===== src/rtl/pzcorebus_csr_master_pkg.sv =====
`default_nettype none
// +--------------------------------------------------------------------------+
// | pzcorebus_csr_master_pkg                                                 |
// | FSM encoding and timeout-counter sizing for the bundled CSR master.      |
// | Revision: 1.0                                                            |
// +--------------------------------------------------------------------------+
package pzcorebus_csr_master_pkg;

  typedef enum logic [1:0] {
    STATE_IDLE      = 2'd0,
    STATE_ISSUE     = 2'd1,
    STATE_WAIT_RESP = 2'd2,
    STATE_DONE      = 2'd3
  } csr_master_state_e;

  // A disabled timeout (0 cycles) still needs a one-bit counter to exist
  function automatic int timeout_counter_width(input int unsigned cycles);
    return (cycles == 0) ? 1 : $clog2(cycles + 1);
  endfunction

endpackage
`default_nettype wire


===== src/rtl/pzcorebus_pkg.sv =====
`default_nettype none
// +--------------------------------------------------------------------------+
// | pzcorebus_pkg                                                            |
// | Bus configuration record and command encodings shared by corebus blocks. |
// | Revision: 1.0                                                            |
// +--------------------------------------------------------------------------+
package pzcorebus_pkg;

  // Field widths of one corebus instance
  typedef struct packed {
    int address_width;
    int data_width;
    int id_width;
    int length_width;
    int info_width;
  } pzcorebus_config;

  localparam pzcorebus_config PZCOREBUS_DEFAULT_CONFIG = '{
    address_width: 32,
    data_width:    32,
    id_width:      4,
    length_width:  4,
    info_width:    2
  };

  typedef enum logic [3:0] {
    PZCOREBUS_NULL_COMMAND     = 4'h0,
    PZCOREBUS_READ             = 4'h4,
    PZCOREBUS_WRITE            = 4'h8,
    PZCOREBUS_WRITE_NON_POSTED = 4'h9
  } pzcorebus_command_type;

endpackage
`default_nettype wire


===== src/rtl/pzcorebus_bundled_if.sv =====
`default_nettype none
// +--------------------------------------------------------------------------+
// | pzcorebus_bundled_if                                                     |
// | Command, write-data and response channels of one corebus link.           |
// | Revision: 1.0                                                            |
// +--------------------------------------------------------------------------+
interface pzcorebus_bundled_if
  import pzcorebus_pkg::*;
#(
  parameter pzcorebus_config BUS_CONFIG = PZCOREBUS_DEFAULT_CONFIG
);
  localparam int ADDRESS_WIDTH = BUS_CONFIG.address_width;
  localparam int DATA_WIDTH    = BUS_CONFIG.data_width;
  localparam int ID_WIDTH      = BUS_CONFIG.id_width;
  localparam int LENGTH_WIDTH  = BUS_CONFIG.length_width;
  localparam int INFO_WIDTH    = BUS_CONFIG.info_width;

  logic                        mcmd_valid;
  logic                        mcmd_accept;
  pzcorebus_command_type       mcmd_command;
  logic [ID_WIDTH-1:0]         mcmd_id;
  logic [ADDRESS_WIDTH-1:0]    mcmd_address;
  logic [LENGTH_WIDTH-1:0]     mcmd_length;
  logic [INFO_WIDTH-1:0]       mcmd_info;

  logic                        mdata_valid;
  logic                        mdata_accept;
  logic [DATA_WIDTH-1:0]       mdata;
  logic [DATA_WIDTH/8-1:0]     mdata_byte_enable;
  logic                        mdata_last;

  logic                        sresp_valid;
  logic                        mresp_accept;
  logic [ID_WIDTH-1:0]         sresp_id;
  logic                        sresp_error;
  logic [DATA_WIDTH-1:0]       sresp_data;
  logic                        sresp_last;

  modport master (
    output mcmd_valid, input mcmd_accept, output mcmd_command, output mcmd_id,
    output mcmd_address, output mcmd_length, output mcmd_info,
    output mdata_valid, input mdata_accept, output mdata, output mdata_byte_enable,
    output mdata_last,
    input sresp_valid, output mresp_accept, input sresp_id, input sresp_error,
    input sresp_data, input sresp_last
  );

  modport slave (
    input mcmd_valid, output mcmd_accept, input mcmd_command, input mcmd_id,
    input mcmd_address, input mcmd_length, input mcmd_info,
    input mdata_valid, output mdata_accept, input mdata, input mdata_byte_enable,
    input mdata_last,
    output sresp_valid, input mresp_accept, output sresp_id, output sresp_error,
    output sresp_data, output sresp_last
  );

endinterface
`default_nettype wire


===== src/rtl/pzcorebus_bundled_csr_master.sv =====
`default_nettype none
// +--------------------------------------------------------------------------+
// | pzcorebus_bundled_csr_master                                             |
// | Single-outstanding register-access master: one request becomes a READ   |
// | or WRITE_NON_POSTED command, the response (or a timeout) is returned.    |
// | Revision: 1.0                                                            |
// +--------------------------------------------------------------------------+
module pzcorebus_bundled_csr_master
  import pzcorebus_pkg::*;
  import pzcorebus_csr_master_pkg::*;
#(
  parameter pzcorebus_config BUS_CONFIG     = PZCOREBUS_DEFAULT_CONFIG,
  parameter int unsigned     ID             = 0,
  parameter int unsigned     TIMEOUT_CYCLES = 1024
)(
  input  logic                                i_clk,
  input  logic                                i_rst_n,
  input  logic                                i_req_valid,
  output logic                                o_req_ready,
  input  logic                                i_req_write,
  input  logic [BUS_CONFIG.address_width-1:0] i_req_address,
  input  logic [BUS_CONFIG.data_width-1:0]    i_req_data,
  input  logic [BUS_CONFIG.data_width/8-1:0]  i_req_byte_enable,
  output logic                                o_result_valid,
  output logic [BUS_CONFIG.data_width-1:0]    o_result_data,
  output logic                                o_result_error,
  output logic                                o_result_timeout,
  pzcorebus_bundled_if.master                 master_if
);
  localparam int ADDRESS_WIDTH = BUS_CONFIG.address_width;
  localparam int DATA_WIDTH    = BUS_CONFIG.data_width;
  localparam int ID_WIDTH      = BUS_CONFIG.id_width;
  localparam int LENGTH_WIDTH  = BUS_CONFIG.length_width;

  localparam logic [ID_WIDTH-1:0] ID_VALUE       = ID_WIDTH'(ID);
  localparam int                  TIMER_WIDTH    = timeout_counter_width(TIMEOUT_CYCLES);
  localparam bit                  TIMEOUT_ENABLE = (TIMEOUT_CYCLES != 0);
  // The counter starts at 0 on WAIT_RESP entry, so TIMEOUT_CYCLES waiting
  // cycles have elapsed when it holds TIMEOUT_CYCLES-1 at a clock edge.
  localparam logic [TIMER_WIDTH-1:0] TIMER_LAST =
    TIMER_WIDTH'((TIMEOUT_CYCLES == 0) ? 32'd0 : TIMEOUT_CYCLES - 32'd1);
  localparam logic [TIMER_WIDTH-1:0] TIMER_MAX  = {TIMER_WIDTH{1'b1}};

  csr_master_state_e            state;
  logic                         req_ready;
  logic                         req_write;
  logic [ADDRESS_WIDTH-1:0]     req_address;
  logic [DATA_WIDTH-1:0]        req_data;
  logic [DATA_WIDTH/8-1:0]      req_byte_enable;
  pzcorebus_command_type        cmd_type;
  logic [ID_WIDTH-1:0]          cmd_id;
  logic [LENGTH_WIDTH-1:0]      cmd_length;
  logic                         data_last;
  logic                         mcmd_valid;
  logic                         mdata_valid;
  logic                         resp_accept;
  logic [TIMER_WIDTH-1:0]       timer;
  logic                         result_valid;
  logic [DATA_WIDTH-1:0]        result_data;
  logic                         result_error;
  logic                         result_timeout;

  logic                         cmd_taken;
  logic                         data_taken;
  logic                         resp_hit;

  // A channel counts as done once its valid has dropped or it is accepted now
  assign cmd_taken  = !mcmd_valid  || master_if.mcmd_accept;
  assign data_taken = !mdata_valid || master_if.mdata_accept;
  assign resp_hit   = resp_accept && master_if.sresp_valid &&
                      (master_if.sresp_id == ID_VALUE) && master_if.sresp_last;

  // Request capture, command/data issue, response wait and result generation
  always_ff @(posedge i_clk or negedge i_rst_n) begin
    if (!i_rst_n) begin
      state           <= STATE_IDLE;
      req_ready       <= 1'b1;
      req_write       <= 1'b0;
      req_address     <= '0;
      req_data        <= '0;
      req_byte_enable <= '0;
      cmd_type        <= PZCOREBUS_NULL_COMMAND;
      cmd_id          <= '0;
      cmd_length      <= '0;
      data_last       <= 1'b0;
      mcmd_valid      <= 1'b0;
      mdata_valid     <= 1'b0;
      resp_accept     <= 1'b1;
      timer           <= '0;
      result_valid    <= 1'b0;
      result_data     <= '0;
      result_error    <= 1'b0;
      result_timeout  <= 1'b0;
    end else begin
      result_valid <= 1'b0;
      case (state)
        STATE_IDLE: begin
          if (i_req_valid && req_ready) begin
            req_write       <= i_req_write;
            req_address     <= i_req_address;
            req_data        <= i_req_data;
            req_byte_enable <= i_req_byte_enable;
            cmd_type        <= i_req_write ? PZCOREBUS_WRITE_NON_POSTED : PZCOREBUS_READ;
            cmd_id          <= ID_VALUE;
            cmd_length      <= LENGTH_WIDTH'(1);
            data_last       <= 1'b1;
            mcmd_valid      <= 1'b1;
            mdata_valid     <= i_req_write;
            req_ready       <= 1'b0;
            resp_accept     <= 1'b0;
            state           <= STATE_ISSUE;
          end
        end
        STATE_ISSUE: begin
          if (master_if.mcmd_accept) begin
            mcmd_valid <= 1'b0;
          end
          if (master_if.mdata_accept) begin
            mdata_valid <= 1'b0;
          end
          if (cmd_taken && data_taken) begin
            resp_accept <= 1'b1;
            timer       <= '0;
            state       <= STATE_WAIT_RESP;
          end
        end
        STATE_WAIT_RESP: begin
          if (resp_hit) begin
            result_data    <= req_write ? '0 : master_if.sresp_data;
            result_error   <= master_if.sresp_error;
            result_timeout <= 1'b0;
            result_valid   <= 1'b1;
            state          <= STATE_DONE;
          end else if (TIMEOUT_ENABLE && (timer == TIMER_LAST)) begin
            result_data    <= '0;
            result_error   <= 1'b1;
            result_timeout <= 1'b1;
            result_valid   <= 1'b1;
            state          <= STATE_DONE;
          end else if (timer != TIMER_MAX) begin
            timer <= timer + TIMER_WIDTH'(1);
          end
        end
        STATE_DONE: begin
          req_ready <= 1'b1;
          state     <= STATE_IDLE;
        end
        default: begin
          state <= STATE_IDLE;
        end
      endcase
    end
  end

  assign o_req_ready      = req_ready;
  assign o_result_valid   = result_valid;
  assign o_result_data    = result_data;
  assign o_result_error   = result_error;
  assign o_result_timeout = result_timeout;

  assign master_if.mcmd_valid        = mcmd_valid;
  assign master_if.mcmd_command      = cmd_type;
  assign master_if.mcmd_id           = cmd_id;
  assign master_if.mcmd_address      = req_address;
  assign master_if.mcmd_length       = cmd_length;
  assign master_if.mcmd_info         = '0;
  assign master_if.mdata_valid       = mdata_valid;
  assign master_if.mdata             = req_data;
  assign master_if.mdata_byte_enable = req_byte_enable;
  assign master_if.mdata_last        = data_last;
  assign master_if.mresp_accept      = resp_accept;

endmodule
`default_nettype wire


===== src/flat_wrapper.sv =====
// flat-port wrapper written by rule: the top's interface ports become plain ports
module pzcorebus_bundled_csr_master_flat import pzcorebus_pkg::*; import pzcorebus_csr_master_pkg::*;
#(
  parameter pzcorebus_config BUS_CONFIG     = PZCOREBUS_DEFAULT_CONFIG,
  parameter int unsigned     ID             = 0,
  parameter int unsigned     TIMEOUT_CYCLES = 1024
)
  (i_clk, i_rst_n, i_req_valid, o_req_ready, i_req_write, i_req_address, i_req_data, i_req_byte_enable, o_result_valid, o_result_data, o_result_error, o_result_timeout, master_if_mcmd_valid, master_if_mcmd_accept, master_if_mcmd_command, master_if_mcmd_id, master_if_mcmd_address, master_if_mcmd_length, master_if_mcmd_info, master_if_mdata_valid, master_if_mdata_accept, master_if_mdata, master_if_mdata_byte_enable, master_if_mdata_last, master_if_sresp_valid, master_if_mresp_accept, master_if_sresp_id, master_if_sresp_error, master_if_sresp_data, master_if_sresp_last);
  pzcorebus_bundled_if #(.BUS_CONFIG(BUS_CONFIG)) master_if_i ();
  input  logic i_clk;
  input  logic i_rst_n;
  input  logic i_req_valid;
  output logic o_req_ready;
  input  logic i_req_write;
  input  logic [BUS_CONFIG.address_width-1:0] i_req_address;
  input  logic [BUS_CONFIG.data_width-1:0] i_req_data;
  input  logic [BUS_CONFIG.data_width/8-1:0] i_req_byte_enable;
  output logic o_result_valid;
  output logic [BUS_CONFIG.data_width-1:0] o_result_data;
  output logic o_result_error;
  output logic o_result_timeout;
  output wire logic [$bits(master_if_i.mcmd_valid)-1:0] master_if_mcmd_valid;
  input wire logic [$bits(master_if_i.mcmd_accept)-1:0] master_if_mcmd_accept;
  output wire logic [$bits(master_if_i.mcmd_command)-1:0] master_if_mcmd_command;
  output wire logic [$bits(master_if_i.mcmd_id)-1:0] master_if_mcmd_id;
  output wire logic [$bits(master_if_i.mcmd_address)-1:0] master_if_mcmd_address;
  output wire logic [$bits(master_if_i.mcmd_length)-1:0] master_if_mcmd_length;
  output wire logic [$bits(master_if_i.mcmd_info)-1:0] master_if_mcmd_info;
  output wire logic [$bits(master_if_i.mdata_valid)-1:0] master_if_mdata_valid;
  input wire logic [$bits(master_if_i.mdata_accept)-1:0] master_if_mdata_accept;
  output wire logic [$bits(master_if_i.mdata)-1:0] master_if_mdata;
  output wire logic [$bits(master_if_i.mdata_byte_enable)-1:0] master_if_mdata_byte_enable;
  output wire logic [$bits(master_if_i.mdata_last)-1:0] master_if_mdata_last;
  input wire logic [$bits(master_if_i.sresp_valid)-1:0] master_if_sresp_valid;
  output wire logic [$bits(master_if_i.mresp_accept)-1:0] master_if_mresp_accept;
  input wire logic [$bits(master_if_i.sresp_id)-1:0] master_if_sresp_id;
  input wire logic [$bits(master_if_i.sresp_error)-1:0] master_if_sresp_error;
  input wire logic [$bits(master_if_i.sresp_data)-1:0] master_if_sresp_data;
  input wire logic [$bits(master_if_i.sresp_last)-1:0] master_if_sresp_last;
  assign master_if_mcmd_valid = master_if_i.mcmd_valid;
  assign master_if_i.mcmd_accept = master_if_mcmd_accept;
  assign master_if_mcmd_command = master_if_i.mcmd_command;
  assign master_if_mcmd_id = master_if_i.mcmd_id;
  assign master_if_mcmd_address = master_if_i.mcmd_address;
  assign master_if_mcmd_length = master_if_i.mcmd_length;
  assign master_if_mcmd_info = master_if_i.mcmd_info;
  assign master_if_mdata_valid = master_if_i.mdata_valid;
  assign master_if_i.mdata_accept = master_if_mdata_accept;
  assign master_if_mdata = master_if_i.mdata;
  assign master_if_mdata_byte_enable = master_if_i.mdata_byte_enable;
  assign master_if_mdata_last = master_if_i.mdata_last;
  assign master_if_i.sresp_valid = master_if_sresp_valid;
  assign master_if_mresp_accept = master_if_i.mresp_accept;
  assign master_if_i.sresp_id = master_if_sresp_id;
  assign master_if_i.sresp_error = master_if_sresp_error;
  assign master_if_i.sresp_data = master_if_sresp_data;
  assign master_if_i.sresp_last = master_if_sresp_last;
  pzcorebus_bundled_csr_master #(.BUS_CONFIG(BUS_CONFIG), .ID(ID), .TIMEOUT_CYCLES(TIMEOUT_CYCLES)) u_core (.i_clk(i_clk), .i_rst_n(i_rst_n), .i_req_valid(i_req_valid), .o_req_ready(o_req_ready), .i_req_write(i_req_write), .i_req_address(i_req_address), .i_req_data(i_req_data), .i_req_byte_enable(i_req_byte_enable), .o_result_valid(o_result_valid), .o_result_data(o_result_data), .o_result_error(o_result_error), .o_result_timeout(o_result_timeout), .master_if(master_if_i));
endmodule

===== config.mk =====
export PLATFORM = sky130hd
export DESIGN_NAME = pzcorebus_bundled_csr_master_flat
export DESIGN_NICKNAME = d
export VERILOG_FILES = /design/src/rtl/pzcorebus_csr_master_pkg.sv /design/src/rtl/pzcorebus_pkg.sv /design/src/rtl/pzcorebus_bundled_if.sv /design/src/rtl/pzcorebus_bundled_csr_master.sv /design/src/flat_wrapper.sv
export SDC_FILE = /design/constraint.sdc
export NUM_CORES = 1
export LEC_CHECK = 0
export BUFFER_PORTS_ARGS = -buffer_cell sky130_fd_sc_hd__buf_2
export CORE_MARGIN = 5
export CORE_UTILIZATION = 44
export CTS_BUF_LIST = sky130_fd_sc_hd__clkbuf_4
export DETAILED_ROUTE_END_ITERATION = 10
export GPL_ROUTABILITY_DRIVEN = 0
export PLACE_DENSITY = 0.87
export SYNTH_ARGS = -nofsm -noshare
export SYNTH_HDL_FRONTEND = slang
export SYNTH_SLANG_ARGS = --single-unit

===== constraint.sdc =====
create_clock -name i_clk -period 1.95 [get_ports i_clk]
set_clock_uncertainty 0.15 [all_clocks]
set_input_delay 0.0975 -clock i_clk [delete_from_list [all_inputs] [get_ports i_clk]]
set_output_delay 0.0975 -clock i_clk [all_outputs]
set_load 0.05 [all_outputs]

==> results of run 1 <==
==> cells by family (layout without fill, tap and decap cells) <==
group                      Yosys count  after routing  synth area share [%]
DFF                                123            123                 60.49
AOI/OAI and AO/OA                   72             72                 11.52
muxes                               72             72                 15.85
buffers and inverters               46            409                 5.356
and+or+nand+nor                     41             41                 5.479
adders and majority gates            5              5                 1.229
other                                1             14               0.07364
==> routing by layer <==
| layer | vias up | GRT usage [%] | wire length [um] |
|---|---|---|---|
| met2 | 236 | 41.55 | 8707 |
| met1 | 2170 | 27.51 | 6263 |
| met4 | 0 | 9.176 | 558 |
| li1 | 2017 | - | - |
| met3 | 45 | 7.929 | 1152 |
| met5 | - | 0 | 0 |
==> metrics by stage <==
step	hold WS [ps]	TNS, ps	instance area [um^2]	cells
floorplan	-348.1	0	5127	369
global placement	-246.3	0	6399	722
detailed placement	-246.4	-329.7	6399	722
CTS	137.2	0	7931	870
global route	125.0	-8.887	7998	879
finish	174.7	0	7998	879
==> worst register-to-register path, cell delays in order, from the launching register on <==
cell and delay [ps]:
dfrtp_1 390, ha_2 210, nand3_1 140, nor4b_4 300, o21ai_2 130, buf_12 180, a22o_2 290
==> timing repair <==
item | CTS | global route
gates cloned | 0 | 0
setup buffers | 1 | 5
hold buffers | 115 | 0
endpoints found under the setup margin | 39 | 44
resized for setup | 4 | 7
pin swaps | 1 | 2
endpoints found under the hold margin | 232 | 0
==> layout by cell type, fill, tap and decap left out, types with 5 or more instances in the layout <==
cell type	Yosys	layout
dlygate4sd3_1	0	115
a22o_2	23	23
a22o_1	9	9
a41oi_1	5	5
nand3_1	6	5
a21oi_1	9	9
conb_1	1	10
buf_2	5	223
inv_1	16	15
bufinv_16	0	5
nand2_1	6	5
buf_4	13	17
a31oi_1	5	5
clkbuf_4	0	20
mux2_2	69	69
dfrtp_1	121	121
==> report_power, final <==
part,internal [mW],switching (mW),total (mW)
Sequential,2.55,0.000769,2.55
Combinational,0.238,0.182,0.420
Clock,1.18,0.970,2.15
==> Yosys cell counts (all sizes together), types with 2 or more instances <==
library cell | count | share of area (%)
and3 | 4 | 0.49
ha | 5 | 1.2
buf | 24 | 3.7
a22o | 32 | 6.1
inv | 16 | 1.2
nor3 | 3 | 0.39
nand2 | 6 | 0.44
mux2i | 3 | 0.59
dfrtp | 121 | 59
a31oi | 5 | 0.61
o21ai | 6 | 0.66
clkbuf | 6 | 0.44
o21a | 2 | 0.29
a41oi | 5 | 0.86
or4 | 2 | 0.37
nor2b | 2 | 0.25
nand2b | 3 | 0.37
dfstp | 2 | 1.0
mux2 | 69 | 15
nor4 | 4 | 1.1
o211ai | 3 | 0.44
o311ai | 3 | 0.52
nand4 | 3 | 0.37
nand3 | 7 | 0.79
nor2 | 5 | 0.52
a21oi | 9 | 0.88
==> worst max path at each step <==
| stage | depth (start not counted) | startpoint | slack (ps) | to |
|---|---|---|---|---|
| CTS | 8 | u_core.state[0] | 5 | u_core.timer[1] |
| floorplan | 4 | u_core.master_if.mdata_valid | 10 | u_core.timer[9] |
| finish | 6 | master_if_sresp_id[3] | 40 | u_core.o_result_error |
| detailed placement | 6 | u_core.timer[0] | -20 | u_core.o_result_data[27] |
| global route | 6 | u_core.timer[0] | -9 | u_core.o_result_data[20] |
| global placement | 6 | u_core.timer[0] | 80 | u_core.o_result_data[24] |
==> sequential cells by signal, summed over array words and instances, names as in the netlist, 2 cells and up <==
signal and flops:
u_core.master_if.mcmd_address 32, u_core.master_if.mdata 32, u_core.o_result_data 32, u_core.timer 11, u_core.master_if.mdata_byte_enable 4, u_core.master_if.mcmd_command 2, u_core.state 2
==> final cells by class <==
type	count	area [um^2]	share of cell area, %
flip-flops and latches	123	3080	38.52
repair buffers	361	2497	31.23
multi-input cells	200	1824	22.81
clock inverters	12	196.4	2.456
well taps	143	178.9	2.237
clock buffers	20	150.1	1.877
inverters	16	60.06	0.7509
diodes	4	10.01	0.1252
==> results.cfg, run 1 <==
[routing]
wl_um = 16680
drc = 0
vias = 4468
drt_iter0_drc = 271
post_drt_via_cell_ratio = 5.083
ant_nets = 0
drt-pass1-iter-count = 6
wire_per_inst_um = 18.98

[synthesis]
synth.distinct_cells = 46
synthFlopType = dfrtp_1
yosysSeqAreaShare_pct = 60.49
synth-seq-cells = 123
syn_area_per_cell_um2 = 14.15
syn-cell-area_um2 = 5092
synthCells = 360
async_flop_share_pct = 100.0
synth_edf_count = 0
ys_warn_count = 0

[worst_setup_path]
reg2reg_slack_ps = 60
critical_path_arrival_ps = 2180
critical_path.top_delay_family = buffers and inverters
worst-setup-path-type = primary input to register
max_stage_delay_ps = 600
required_ps = 2220
crit_top_cell = dlygate4sd3_1
end_kind = register
worst_setup_path_start_kind = primary input
rr_worst_depth = 6
r2r_start = u_core.timer[0]
r2r_end = u_core.o_result_data[20]
crit_path_top_delay_cell = or4_4
path_cells = dlygate4sd3_1, buf_2, or4_4, nor2_4, dlygate4sd3_1, a32oi_1
cp.buffers_inverters = 3
critPathMaxFanout = 4

[die]
die_area_um2 = 13830
die_x_um = 117.6
ios = 235
start_util_pct = 44.79
chipHeight_um = 117.6
core_area_um2 = 11370
std_cell_rows = 39

[layout]
layout-drive-gt1-share_pct = 52.87
post-route-util_pct = 70.34
num-nets-final = 837
fillers = 750
syn2layout_area_growth_pct = 57.05

[sta]
period_share_pct = 98.12
fin_ws_ps = 36.60
tightest_slew_ps = 557.0
relSlewSlack_pct = 62.87
setup_violations = 0
period_minus_slack_ps = 1913
finalMaxSlewViolations = 0
clock.fmax_mhz = 522.6
hold_viol = 0

[clock_tree]
tritoncts = done
clk_latency_ps = 530
cts_sinks = 123
cts_buffer_depth = 2
clk_pin_slew_ps = 120
cts_buffers = 17
clock-root-buffer = clkbuf_4
htreeDepth = 4

[worst_hold_path]
min_to = u_core.o_result_data[22]
hp-start = master_if_sresp_data[22]
hold_path_depth = 3
min_path_type = primary input to register

[status]
status = complete, no violations

[power]
leakage_nw = 4.451
total_power_mw = 5.124
peakVddDrop_uv = 809.2
power.density_nw_per_um2 = 640.7

[grt]
grt_max_degree = 77
grt_overflow = 0
grt_pass1_wl_um = 26700
antenna_found_initial = 4
grt.total_usage_pct = 24.02
grt_pass1_vias = 4955

[place]
portBuffers = 224
dp_slack_ps = -24.53
dpl.hpwl_um = 9470

[flow_run]
max_cap_viol_count = 0
No activity file was read; power rests on OpenSTA's default activity.
==> inputs of run 2 (changes only) <==
CORE_ASPECT_RATIO = 1.1   (was unset)
==> run 2 against run 1 <==
  * First-iteration DRC count grew 3.0%
  * Fmax shrank 0.71%
  * Routed wire length down 1.1%
  * Highest routed layer unchanged
  * Critical endpoint is now u_core.state[1]
  * Core utilization fell by 0.82 points
  * Final cell count is the same
  * Non-clock buffer count fell by 3
  * Die area hardly changed
  * Largest cell class unchanged
  * Critical path depth down 2
  * Final area is 1.0% lower
  * Sequential power about the same
  * Critical path type is now register to register
==> results.cfg, run 2 (synthesized netlist as in run 1, its figures left out) <==
[status]
status = complete, no violations

[worst_setup_path]
critPathMaxFanout = 5
crit_path_top_delay_cell = o311ai_0
max_stage_delay_ps = 590
required_ps = 2230
r2r_start = u_core.timer[9]
cp.buffers_inverters = 0
end_kind = register
crit_start = u_core.timer[9]
worst-setup-path-type = register to register
critical_path_arrival_ps = 2200
path_cells = and3_1, nor4b_4, o311ai_0, mux2i_1
critical_path.top_delay_family = compound AO/OA/AOI/OAI gates
worst_setup_path_start_kind = register

[sta]
hold-worst-slack_ps = 40.17
hold_viol = 0
relSlewSlack_pct = 54.28
clock.fmax_mhz = 518.9
period_minus_slack_ps = 1927
finalMaxSlewViolations = 0
tns_ps = 0
tightest_slew_ps = 685.7
setup_violations = 0
period_share_pct = 98.82

[die]
start_util_pct = 44.72
die_area_um2 = 13830
core_area_um2 = 11390
std_cell_rows = 41
ios = 235
die_x_um = 112.6
chipHeight_um = 122.8

[grt]
grt.total_usage_pct = 23.38
grt_pass1_wl_um = 25410
antenna_found_initial = 1
grt_pass1_vias = 5008
grt_max_degree = 124
grt_overflow = 0

[worst_hold_path]
min_path_type = primary input to async pin

[power]
leakage_nw = 4.412
switching_power_mw = 1.190
seqPwrFrac_pct = 52.5
clockPowerShare_pct = 39.1
power.density_nw_per_um2 = 614.3
intPower_mw = 3.674
p_comb_share_pct = 8.5
peakVddDrop_uv = 410.6
swShare_pct = 24.46

[routing]
wl_um = 16500
post_drt_via_cell_ratio = 5.210
ant_nets = 0
vias = 4580
drt-pass1-iter-count = 7
drc = 0
wire_per_inst_um = 18.78
drt_iter0_drc = 279

[place]
placed_cell_area_um2 = 6445
dp_cells = 734
dpl.hpwl_um = 10100
portBuffers = 224

[clock_tree]
cts_sinks = 123
cts_buffer_depth = 2
tritoncts = done
clock-root-buffer = clkbuf_4
cts_buffers = 17
clk_pin_slew_ps = 120
htreeDepth = 4
clk_latency_ps = 510

[layout]
layout-drive-gt1-share_pct = 52.75
final_area_um2 = 7918
final_cell_mix = 223 x buf_2, 121 x dfrtp_1, 111 x dlygate4sd3_1
syn2layout_area_growth_pct = 55.48
final_common_cell = buf_2
num-nets-final = 834
fin_cells = 879

[flow_run]
max_cap_viol_count = 0
==> run 2: cell types whose count changed in the layout (fill, tap and decap cells not counted), moves of 2 or more <==
cell           delta
dlygate4sd3_1     -4
clkbuf_4          -3
diode_2           -3
inv_6             +3
buf_4             +2
bufinv_16         -2
clkinv_4          +2
ha_2              -2
nand3_2           +2
==> run 2: worst register-to-register path, delay by kind of cell (launching register included) <==
family	cells	cell delay (ps)
compound gates	1	590
simple gates	2	410
mux	1	250
flops	1	450
==> run 2: worst paths after layout <==
check	end	slack, ps	cells past startpoint
worst max register to register	u_core.state[1]	20	4
worst max-delay path	u_core.state[1]	20	4
max in group asynchronous	u_core.master_if.mcmd_command[0]	1050	3
worst min register to register	u_core.master_if.mcmd_command[2]	350	2
worst min-delay path	u_core.o_result_data[16]	40	3
min in group i_clk	u_core.o_result_timeout	70	4
==> run 2: per-layer routing <==
| metal | share of wire (%) | global-route usage (%) | wire [um] |
|---|---|---|---|
| met4 | 3.5 | 11.65 | 571 |
| met3 | 7.8 | 7.101 | 1290 |
| met1 | 37 | 26.07 | 6045 |
| met5 | 0 | 0 | 0 |
| met2 | 52 | 40.63 | 8597 |
==> run 2: final cells by class <==
cell class,instances,area (um^2)
Fill cell,772,3471
Multi-Input combinational cell,200,1827
Inverter,16,60.06
Sequential cell,123,3080
Clock buffer,17,127.6
Clock inverter,14,171.4
Timing Repair Buffer,358,2461
Antenna cell,1,2.502
Tap cell,150,187.7
==> run 2: repair_timing <==
action                                 4_1_cts  5_1_grt
endpoints found under the hold margin      231        0
gates resized for setup                      4        3
setup endpoints to repair                   42       42
hold buffers                               111        0
buffers inserted                             1        1
pin swaps                                    1        3
==> run 2: power groups by stage <==
stage,sequential [mW],clock (mW),combinational (mW)
after floorplan,2.61,0,0.0646
after global placement,2.60,0,0.217
after detailed placement,2.60,0,0.225
after CTS,2.55,1.95,0.402
after global routing,2.55,2.05,0.443
final,2.55,1.90,0.412
==> run 2: stage by stage <==
step           setup WS (ps)  power [mW]  utilization (%)
6_report               22.93       4.864            69.52
5_1_grt               -6.198       5.047            69.52
4_1_cts                15.25       4.899            69.29
3_5_place_dp          -43.19       2.826            56.59
3_3_place_gp           76.10       2.818            56.59
2_1_floorplan          14.09       2.670                -
==> inputs of run 3 (changes only) <==
HOLD_SLACK_MARGIN = 0.05   (was unset)
==> run 3 against run 2 <==
  * Clock power hardly changed
  * Global-route usage is 0.064 points higher
  * Register-to-register slack hardly changed
  * Sequential power hardly changed
  * Final area is 0.13% higher
  * Die area stayed put
  * Flip-flop and latch count stayed put
  * Core utilization is 0.088 points higher
  * Critical path type unchanged
==> results.cfg, run 3 (synthesized netlist as in run 1, its figures left out) <==
[status]
status = complete, no violations

[sta]
hold_viol = 0
setup_violations = 0
relSlewSlack_pct = 54.18
period_share_pct = 98.32
clock.fmax_mhz = 521.6
finalMaxSlewViolations = 0
tightest_slew_ps = 687.3
period_minus_slack_ps = 1917
hold-worst-slack_ps = 49.36
fin_ws_ps = 32.73

[grt]
use_met3_pct = 7.101
grt_max_degree = 124
top_usage_layer = met2
grt.total_usage_pct = 23.44
grt.met1_usage_pct = 26.10
grt_pass1_vias = 5026
grt_overflow = 0
gr-usage-met2_pct = 40.81
grt_pass1_wl_um = 25480
antenna_found_initial = 1

[clock_tree]
htreeDepth = 4
clk_latency_ps = 500
tritoncts = done
cts_buffer_depth = 2
cts_sinks = 123
clk_pin_slew_ps = 120
clock-root-buffer = clkbuf_4
cts_buffers = 17

[layout]
post-route-util_pct = 69.61
final_cell_mix = 223 x buf_2, 121 x dfrtp_1, 112 x dlygate4sd3_1
final_area_um2 = 7928
syn2layout_area_growth_pct = 55.68
num-nets-final = 835
final_common_cell = buf_2
fillers = 769
layout-drive-gt1-share_pct = 52.67

[worst_setup_path]
critPathMaxFanout = 5
endpoint = u_core.state[1]
r2r_end = u_core.state[1]
rr_worst_depth = 4
crit_start = u_core.timer[9]
worst-setup-path-type = register to register
critical_path_arrival_ps = 2180
worst_setup_path_start_kind = register
end_kind = register
r2r_start = u_core.timer[9]
reg2reg_slack_ps = 30
required_ps = 2220

[die]
die_x_um = 112.6
ios = 235
die_area_um2 = 13830
std_cell_rows = 41
chipHeight_um = 122.8
core_area_um2 = 11390
start_util_pct = 44.72

[place]
placed_cell_area_um2 = 6445
portBuffers = 224
dpl.hpwl_um = 10100
dp_slack_ps = -43.19

[routing]
wl_um = 16500
wire_per_inst_um = 18.75
drt-pass1-iter-count = 6
drc = 0
vias = 4512
ant_nets = 0
post_drt_via_cell_ratio = 5.127
drt_iter0_drc = 301

[flow_run]
max_cap_viol_count = 0

[power]
peakVddDrop_uv = 410.0
leakage_nw = 4.416
power.density_nw_per_um2 = 613.1

[worst_hold_path]
min_path_type = primary input to async pin
-- run 3: changes by cell type in the layout (fill, tap and decap cells not counted) --
cell | before | now
dlygate4sd3_1 | 111 | 112
-- run 3: worst min-delay path by stage --
stage                                                   to  slack [ps]  depth (start not counted)     from
final                              u_core.o_result_timeout          50                          3  i_rst_n
after global routing                       u_core.timer[7]         130                          3  i_rst_n
after CTS                         u_core.o_result_data[16]          90                          3  i_rst_n
after detailed placement          u_core.o_result_data[16]         100                          2  i_rst_n
after global placement            u_core.o_result_data[20]          90                          2  i_rst_n
after floorplan           u_core.master_if.mcmd_address[0]        -350                          0  i_rst_n
-- run 3: layout make-up --
class	instances	area [um^2]	area share, %
clock inverter	14	171.4	2.162
multi-input combinational	200	1827	23.04
tap	150	187.7	2.367
timing repair buffer	359	2471	31.17
inverter	16	60.06	0.7576
sequential	123	3080	38.86
antenna	1	2.502	0.03157
clock buffer	17	127.6	1.610
-- run 3: worst max-delay path, stage by stage (launching register included) --
cell      delay, ps
dfrtp_1         450
and3_1          250
nor4b_4         160
o311ai_0        580
mux2i_1         250
-- run 3: power by group --
group	internal [mW]	total, mW	switching, mW
Combinational	0.234	0.414	0.180
Sequential	2.55	2.55	0.000905
Clock	0.891	1.89	1.00
-- run 3: stage by stage --
step	TNS (ps)	std cells	power (mW)
6_report	0	880	4.861
5_1_grt	-7.465	880	5.049
4_1_cts	0	878	4.901
3_5_place_dp	-606.3	734	2.826
3_3_place_gp	0	734	2.818
2_1_floorplan	0	369	2.670
-- run 3: metal layers --
layer / up-vias / share of wire, %
met5: - / 0
met4: 0 / 3.1
met3: 50 / 7.1
met2: 235 / 53
met1: 2212 / 37
li1: 2015 / -
-- run 3: repair_timing --
action	CTS	global route
resized for setup	4	3
endpoints found under the hold margin	232	0
pin swaps	1	3
hold buffers	112	0
setup buffers	1	1
endpoints found under the setup margin	42	42
